$ cat config.mk
export PLATFORM = sky130hd
export DESIGN_NAME = bus_arbiter
export DESIGN_NICKNAME = d
export VERILOG_FILES = /design/src/rtl/bus_arbiter.sv
export SDC_FILE = /design/constraint.sdc
export NUM_CORES = 1
export LEC_CHECK = 0
export CAP_MARGIN = 20
export CORE_AREA = 2 2 39 41
export DETAILED_ROUTE_END_ITERATION = 8
export DIE_AREA = 0 0 41 43
export PLACE_DENSITY = 0.64
export RECOVER_POWER = 25
export SYNTH_ARGS = -nofsm -noshare
export SYNTH_HDL_FRONTEND = slang
export SYNTH_SLANG_ARGS = --single-unit
$ cat constraint.sdc
create_clock -name clk -period 1.9 [get_ports clk]
set_input_delay 0.19 -clock clk [delete_from_list [all_inputs] [get_ports clk]]
set_output_delay 0.19 -clock clk [all_outputs]
set_load 0.05 [all_outputs]
$ cat src/rtl/bus_arbiter.sv
// bus_arbiter: two-master arbiter for the serial system bus.
// Issues mutually exclusive grants, drives the bus mux select, and supports
// one outstanding split read: the split master is parked, the bus is freed
// for the other master, and ownership returns when the split slave is ready.
//
// Ports:
//   clk, rstn            bus clock, asynchronous active-low reset
//   breq1, breq2         bus requests from master ports 1 and 2
//   bgrant1, bgrant2     grants to masters 1 and 2
//   split1, split2       parked indication to masters 1 and 2
//   msel                 bus mux select (0 = master 1, 1 = master 2)
//   bus_busy             high while either grant is asserted
//   split_req            slave split request (pulse during owner's read)
//   split_ready          split slave ready to return data (pulse or level)
//   split_err            one-cycle pulse when a split_req is ignored
module bus_arbiter #(
    parameter bit SPLIT_EN = 1'b1
) (
    input  logic clk,
    input  logic rstn,
    input  logic breq1,
    input  logic breq2,
    output logic bgrant1,
    output logic bgrant2,
    output logic split1,
    output logic split2,
    output logic msel,
    output logic bus_busy,
    input  logic split_req,
    input  logic split_ready,
    output logic split_err
);

    typedef enum logic [1:0] {
        IDLE       = 2'd0,
        BUSY       = 2'd1,
        SPLIT_FREE = 2'd2,
        SPLIT_BUSY = 2'd3
    } state_t;

    state_t state, state_nxt;
    logic   owner, owner_nxt;
    logic   split_owner, split_owner_nxt;
    logic   last_owner, last_owner_nxt;
    logic   resume_pend, resume_pend_nxt;
    logic   err_q, err_nxt;

    logic   own_req, oth_req, free_req, sreq, srdy;

    // Split inputs are masked off entirely when split handling is disabled
    assign sreq     = SPLIT_EN && split_req;
    assign srdy     = SPLIT_EN && split_ready;
    assign own_req  = owner ? breq2 : breq1;
    assign oth_req  = owner ? breq1 : breq2;
    // Request of the master that is not parked
    assign free_req = split_owner ? breq1 : breq2;

    // State register
    always_ff @(posedge clk or negedge rstn) begin
        if (!rstn) begin
            state       <= IDLE;
            owner       <= 1'b0;
            split_owner <= 1'b0;
            last_owner  <= 1'b1;
            resume_pend <= 1'b0;
            err_q       <= 1'b0;
        end else begin
            state       <= state_nxt;
            owner       <= owner_nxt;
            split_owner <= split_owner_nxt;
            last_owner  <= last_owner_nxt;
            resume_pend <= resume_pend_nxt;
            err_q       <= err_nxt;
        end
    end

    // Next-state logic
    always_comb begin
        state_nxt       = state;
        owner_nxt       = owner;
        split_owner_nxt = split_owner;
        last_owner_nxt  = last_owner;
        resume_pend_nxt = resume_pend;
        // A split is accepted only from a bus owner that is still requesting
        err_nxt         = sreq && !(state == BUSY && own_req);

        case (state)
            IDLE: begin
                if (breq1 && breq2) begin
                    state_nxt      = BUSY;
                    owner_nxt      = ~last_owner;
                    last_owner_nxt = ~last_owner;
                end else if (breq1) begin
                    state_nxt      = BUSY;
                    owner_nxt      = 1'b0;
                    last_owner_nxt = 1'b0;
                end else if (breq2) begin
                    state_nxt      = BUSY;
                    owner_nxt      = 1'b1;
                    last_owner_nxt = 1'b1;
                end
            end
            BUSY: begin
                if (own_req && sreq) begin
                    split_owner_nxt = owner;
                    resume_pend_nxt = srdy;
                    if (oth_req) begin
                        state_nxt      = SPLIT_BUSY;
                        owner_nxt      = ~owner;
                        last_owner_nxt = ~owner;
                    end else begin
                        state_nxt = SPLIT_FREE;
                    end
                end else if (!own_req) begin
                    // Direct handover without an idle gap cycle
                    if (oth_req) begin
                        owner_nxt = ~owner;
                    end else begin
                        state_nxt = IDLE;
                    end
                end
            end
            SPLIT_FREE: begin
                if (srdy || resume_pend) begin
                    state_nxt       = BUSY;
                    owner_nxt       = split_owner;
                    resume_pend_nxt = 1'b0;
                end else if (free_req) begin
                    state_nxt = SPLIT_BUSY;
                    owner_nxt = ~split_owner;
                end
            end
            SPLIT_BUSY: begin
                if (!own_req) begin
                    if (resume_pend || srdy) begin
                        state_nxt       = BUSY;
                        owner_nxt       = split_owner;
                        resume_pend_nxt = 1'b0;
                    end else begin
                        state_nxt = SPLIT_FREE;
                    end
                end else if (srdy) begin
                    resume_pend_nxt = 1'b1;
                end
            end
            default: state_nxt = IDLE;
        endcase
    end

    // Moore output decode
    always_comb begin
        bgrant1   = 1'b0;
        bgrant2   = 1'b0;
        split1    = 1'b0;
        split2    = 1'b0;
        msel      = owner;
        split_err = err_q;
        if (state == BUSY || state == SPLIT_BUSY) begin
            bgrant1 = ~owner;
            bgrant2 = owner;
        end
        if (state == SPLIT_FREE || state == SPLIT_BUSY) begin
            split1 = ~split_owner;
            split2 = split_owner;
        end
        bus_busy = bgrant1 | bgrant2;
    end

endmodule
## Yosys cells after proc, flatten, opt, wreduce, memory -nomap -nowiden

Cells that the tools add are included.

| word-level totals | value |
|---|---|
| register bits | 7 |
| bits of input ports | 6 |
| word-level logic and storage cells | 76 |

| operators by class | value |
|---|---|
| equality and inequality tests | 12 |
| mux-type cells | 38 |
| bitwise gates (word level) | 4 |
| reductions and logical operators | 16 |

Operators with widths:

| operator | number |
|---|---|
| 1-bit two-way mux | 24 |
| 2-bit two-way mux | 10 |
| 3-bit != test (second input constant) | 4 |
| 5-bit AND reduction | 2 |
| 2-bit != test (second input constant) | 4 |
| 2-bit one-hot mux with 4 select lines | 1 |
| 2-bit == test (second input constant) | 2 |
| 1-bit logical AND | 4 |
| 4-bit != test (second input constant) | 1 |
| 1-bit one-hot mux with 4 select lines | 1 |
| 4-bit AND reduction | 1 |
| 1-bit logical OR | 3 |
| 1-bit NOT | 3 |
| 1-bit one-hot mux with 3 select lines | 1 |
| 3-bit AND reduction | 1 |
| 3-bit nonzero test | 1 |
| 2-bit by 1-bit == test with 1-bit output (second input constant) | 1 |
| 2-bit zero test | 1 |
| 1-bit one-hot mux with 2 select lines | 1 |
| 2-bit AND reduction | 1 |
| 2-bit nonzero test | 1 |
| 1-bit zero test | 1 |
| 1-bit OR | 1 |

## Depth between registers and ports, before layout

Gate-level depths: netlist (run 1).

| depth | value |
|---|---|
| depth after elaboration | 5 |
| mapped depth | 5 |
| mapped depth without buffers | 4 |

## Worst setup path after synthesis (run 1)

OpenSTA, ideal clock, no wires.

| path | value |
|---|---|
| path kind | register to register |
| from | register owner (netlist: msel) |
| to | register split_owner |
| setup time | 0.125 ns |
| data arrival time | 1.674 ns |
| setup slack | 0.101 ns |
| stages on the path, launching flop included | 6 |
| path buffers | 1 |
| cell sequence | dfrtp_1 -> mux2_4 -> and2_4 -> buf_6 -> nand3_2 -> mux2_4 |

| on the way | value |
|---|---|
| longest elaborated chain between the ends | 3 |

Ends and longest elaborated chain:

| element | line | source |
|---|---|---|
| start, declared | 42 | `logic owner, owner_nxt;` |
| start signal, assigned | 69 | `owner <= owner_nxt;` |
| 1-bit two-way mux | 53 | `assign own_req = owner ? breq2 : breq1;` |
| 1-bit logical AND | 104 | `if (own_req && sreq) begin` |
| 2-bit AND reduction (no line) | - |  |
| end signal, assigned | 70 | `split_owner <= split_owner_nxt;` |
| end, declared | 43 | `logic split_owner, split_owner_nxt;` |

Parallel ways exist; a longest one is shown, timed or not.
A chain may end at the register's enable or synchronous reset.

## Worst setup path in the final report (run 1)

| path | value |
|---|---|
| from | register owner (netlist: msel) |
| to | output port msel |

RTL lines:

| element | line | source |
|---|---|---|
| end, declared | 27 | `output logic msel,` |

No word-level cell between the ends.

==> key figures, run 1 <==
Detailed routing
  – Final ANT Viol Nets: 0
  – Wire per inst: 12.0 um
  – DR pass1 iterations: 3
  – Initial DRC Count: 5
  – DR vias: approximately 400
  – Wirelength, routed: 983 um
  – Vias per cell: 4.91
  – Drt drc: 0

Run
  – Max capacitance violation total: 0

Timing
  – Clk_skew: 0.00380 ns
  – Setup Viol. Count Final: 0
  – Worst-Margin Slew: 0.493 ns
  – Max Slew Vio Count: 0
  – Final hold viol count: 0
  – Period utilisation layout: between 90% and 100%
  – Tmin final: 1.77 ns
  – Fmax: 0.565 GHz
  – Max_slew headroom: between 60% and 70%
  – Post-route setup TNS: 0 ns
  – RSZ-0062 raised after global routing: false

Yosys
  – Syn_nets: 59
  – Commonest cells post-synth: 6 x dfrtp_1, 6 x nor2_1, 4 x a21oi_1, 4 x mux2i_1, 3 x nand2b_1
  – Synth area leader: dfrtp_1
  – Top_reg_cell synth: dfrtp_1
  – Area fraction of the dominant cell type after synthesis: 29.6%
  – Netlist cell types: 29
  – Syn Inst Count: 53
  – Largest cells by area after synthesis: dfrtp_1 30%, mux2i_1 7.9%, mux2_4 5.9%
  – Sequential-to-total area share from yosys stat: 34.7%
  – Async set-or-reset flop fraction in the synthesized netlist: 100%
  – Number of synthesized flops with an enable pin: 0
  – Synthesized cell area: approximately 510 sq um
  – Mean post-synth cell area: 9.58 sq um
  – YS warnings: 0
  – Post-synthesis register bit count: 7

Clock network
  – Clock latency on the worst-skew pair: 0.25 ns
  – CTS Root Cell: clkbuf_4
  – Post-CTS Setup Inserts: 0
  – CTS buffer count: 3
  – CTS Sinks: 7
  – TritonCTS clock tree: yes
  – Clock Tree Buf Depth: 2
  – H-tree levels: 1
  – Clock-pin slew on the worst setup and hold paths: approximately 0.050 ns
  – Post_cts resized: 0
  – Hold_buf cts: 0

Worst setup path
  – WS Path Type: reg -> out
  – Worst EP arrival: between 1.5 and 2 ns
  – Critical-path cell list: clkdlybuf4s50_1
  – Worst path required time: roughly 1.7 ns
  – Max incr delay on CP: 0.85 ns
  – CP Max Fanout: 7
  – Slowest cell on the critical path: clkdlybuf4s50_1
  – CP delay by family, top: buffers and inverters
  – CP bufs+invs: 1
  – Worst setup SP type: flop
  – Crit end category: output pin

Final layout
  – Area grow syn2layout: 25.6%
  – # diodes: 0
  – Fillers: 139
  – Post-layout net count: 73
  – Utilization after layout: 46.1%
  – Layout cells sized above 1: 27.3%
  – Post-route cell area: 638 sq um
  – Multi-input gate area: 293 sq um
  – Register Area: approximately 180 sq um

Pwr
  – Switch share: a little under 50%
  – Sequential share of power: 27.6%
  – Net Sw Power: 0.597 mW
  – Pleak: 0.282 nW
  – PD cells: 1920 mW/mm^2
  – Comb power frac: 61.3%
  – P_int: 0.626 mW
  – Clk network pwr share: 11.0%
  – Power, Total: around 1.2 mW
  – VDD IR max: 0.759 mV

Floorplanning
  – Initial Util: between 30% and 40%
  – Ports: 13
  – Die H: 43 um
  – Die W: 41 um
  – Die ar.: 0.00176 sq mm
  – Core Region: about 0.0014 sq mm
  – # rows: 14

Global routing
  – Initial antenna violation count: 0
  – Vias in the first global route: 351
  – Total global routing overflow: 0
  – First-pass GRT wire length: 1570 um
  – Largest net degree at the start of global routing: 14
  – Total track usage: 14.1%

Placed design
  – DP Wirelength: between 700 and 800 um
  – Port bufs: 12
  – Area post-placement: between 600 and 700 sq um
  – GPL Wtd Cong: 0.685

Hold path
  – Class of the worst hold path: in -> async

Outcome
  – Outcome: finished clean
[path summary, 6_finish.rpt]
kind                                          from                      end  slack [ns]  depth (start not counted)
max                               msel$_DFFE_PN0P_                     msel        0.13                          1
min                                           rstn      split_err$_DFF_PN0_        0.26                          1
max reg2reg                       msel$_DFFE_PN0P_  split_owner$_DFFE_PN0P_        0.42                          4
min reg2reg                resume_pend$_DFFE_PN0P_  resume_pend$_DFFE_PN0P_        0.61                          2
max in group asynchronous                     rstn   last_owner$_DFFE_PN1P_        1.35                          1
min in group clk           resume_pend$_DFFE_PN0P_  resume_pend$_DFFE_PN0P_        0.61                          2
[per-stage QoR]
stage                     setup slack [ns]  hold slack (ns)  cells
final                                0.129            0.261     82
after floorplan                      0.101           -0.106     53
after global placement               0.244            0.469     78
after CTS                            0.103            0.196     82
after global routing                0.0735            0.283     82
after detailed placement             0.243            0.469     78
[layout by cell type (no fill, tap or decap)]
cell and n:
mux2i_1 4, a21oi_1 4, dfstp_2 1, dlygate4sd3_1 1, a311oi_1 1, and2b_2 1
nor2b_1 2, xor2_1 1, nand3_2 1, a21boi_0 1, buf_4 6, o211ai_1 1
a31oi_1 2, nor4bb_1 1, o21a_1 1, nor2_1 6, o2bb2ai_1 1, clkbuf_1 1
mux2_2 1, nor3_1 2, dfrtp_1 6, and2_4 1, and2_1 1, a21bo_2 1
nand2b_1 3, nand3_1 1, and2_2 1, mux2_4 2, clkbuf_4 3, clkdlybuf4s50_1 6
inv_1 2
[cells by family (layout without fill, tap and decap cells)]
logic type | Yosys count | in the layout | synth area share [%]
buf+inv | 6 | 19 | 7.63
xor+xnor | 1 | 1 | 1.72
compound gates | 12 | 12 | 16.3
flops | 7 | 7 | 34.7
simple gates | 20 | 20 | 23.6
mux | 7 | 7 | 16.0
[final cells by class]
type / instances / area share [%]
clock buffer: 4 / 4.12
tap: 16 / 3.14
inverter: 2 / 1.18
sequential: 7 / 27.6
multi-input combinational: 40 / 45.9
timing repair buffer: 13 / 18.0
[sequential cells by signal (all words and copies together), names as in the netlist]
name	flops
msel	1
split_err	1
resume_pend	1
last_owner	1
state	2
split_owner	1
[power by group through the flow]
stage | clock (mW) | sequential (mW) | combinational (mW)
2_1_floorplan | 0 | 0.339 | 0.611
3_3_place_gp | 0 | 0.343 | 0.754
3_5_place_dp | 0 | 0.342 | 0.757
4_1_cts | 0.139 | 0.341 | 0.758
5_1_grt | 0.151 | 0.353 | 0.807
6_report | 0.135 | 0.338 | 0.750
[metal layers]
layer  global-route usage (%)  vias up  share of wire, %
met3                     4.71        3               5.5
met2                     18.8       10                47
li1                         -      213                 -
met4                     12.0        0               2.6
met5                        0        -                 0
met1                     17.3      177                45
Note: power is estimated with default switching activity, not from simulation.
==> run 2: changes to the inputs <==
- CAP_MARGIN: 20 -> unset
- CTS_CLUSTER_SIZE: unset -> 24
==> results of run 2 <==
The final DEF is identical to that of run 1; final timing and power are the same.
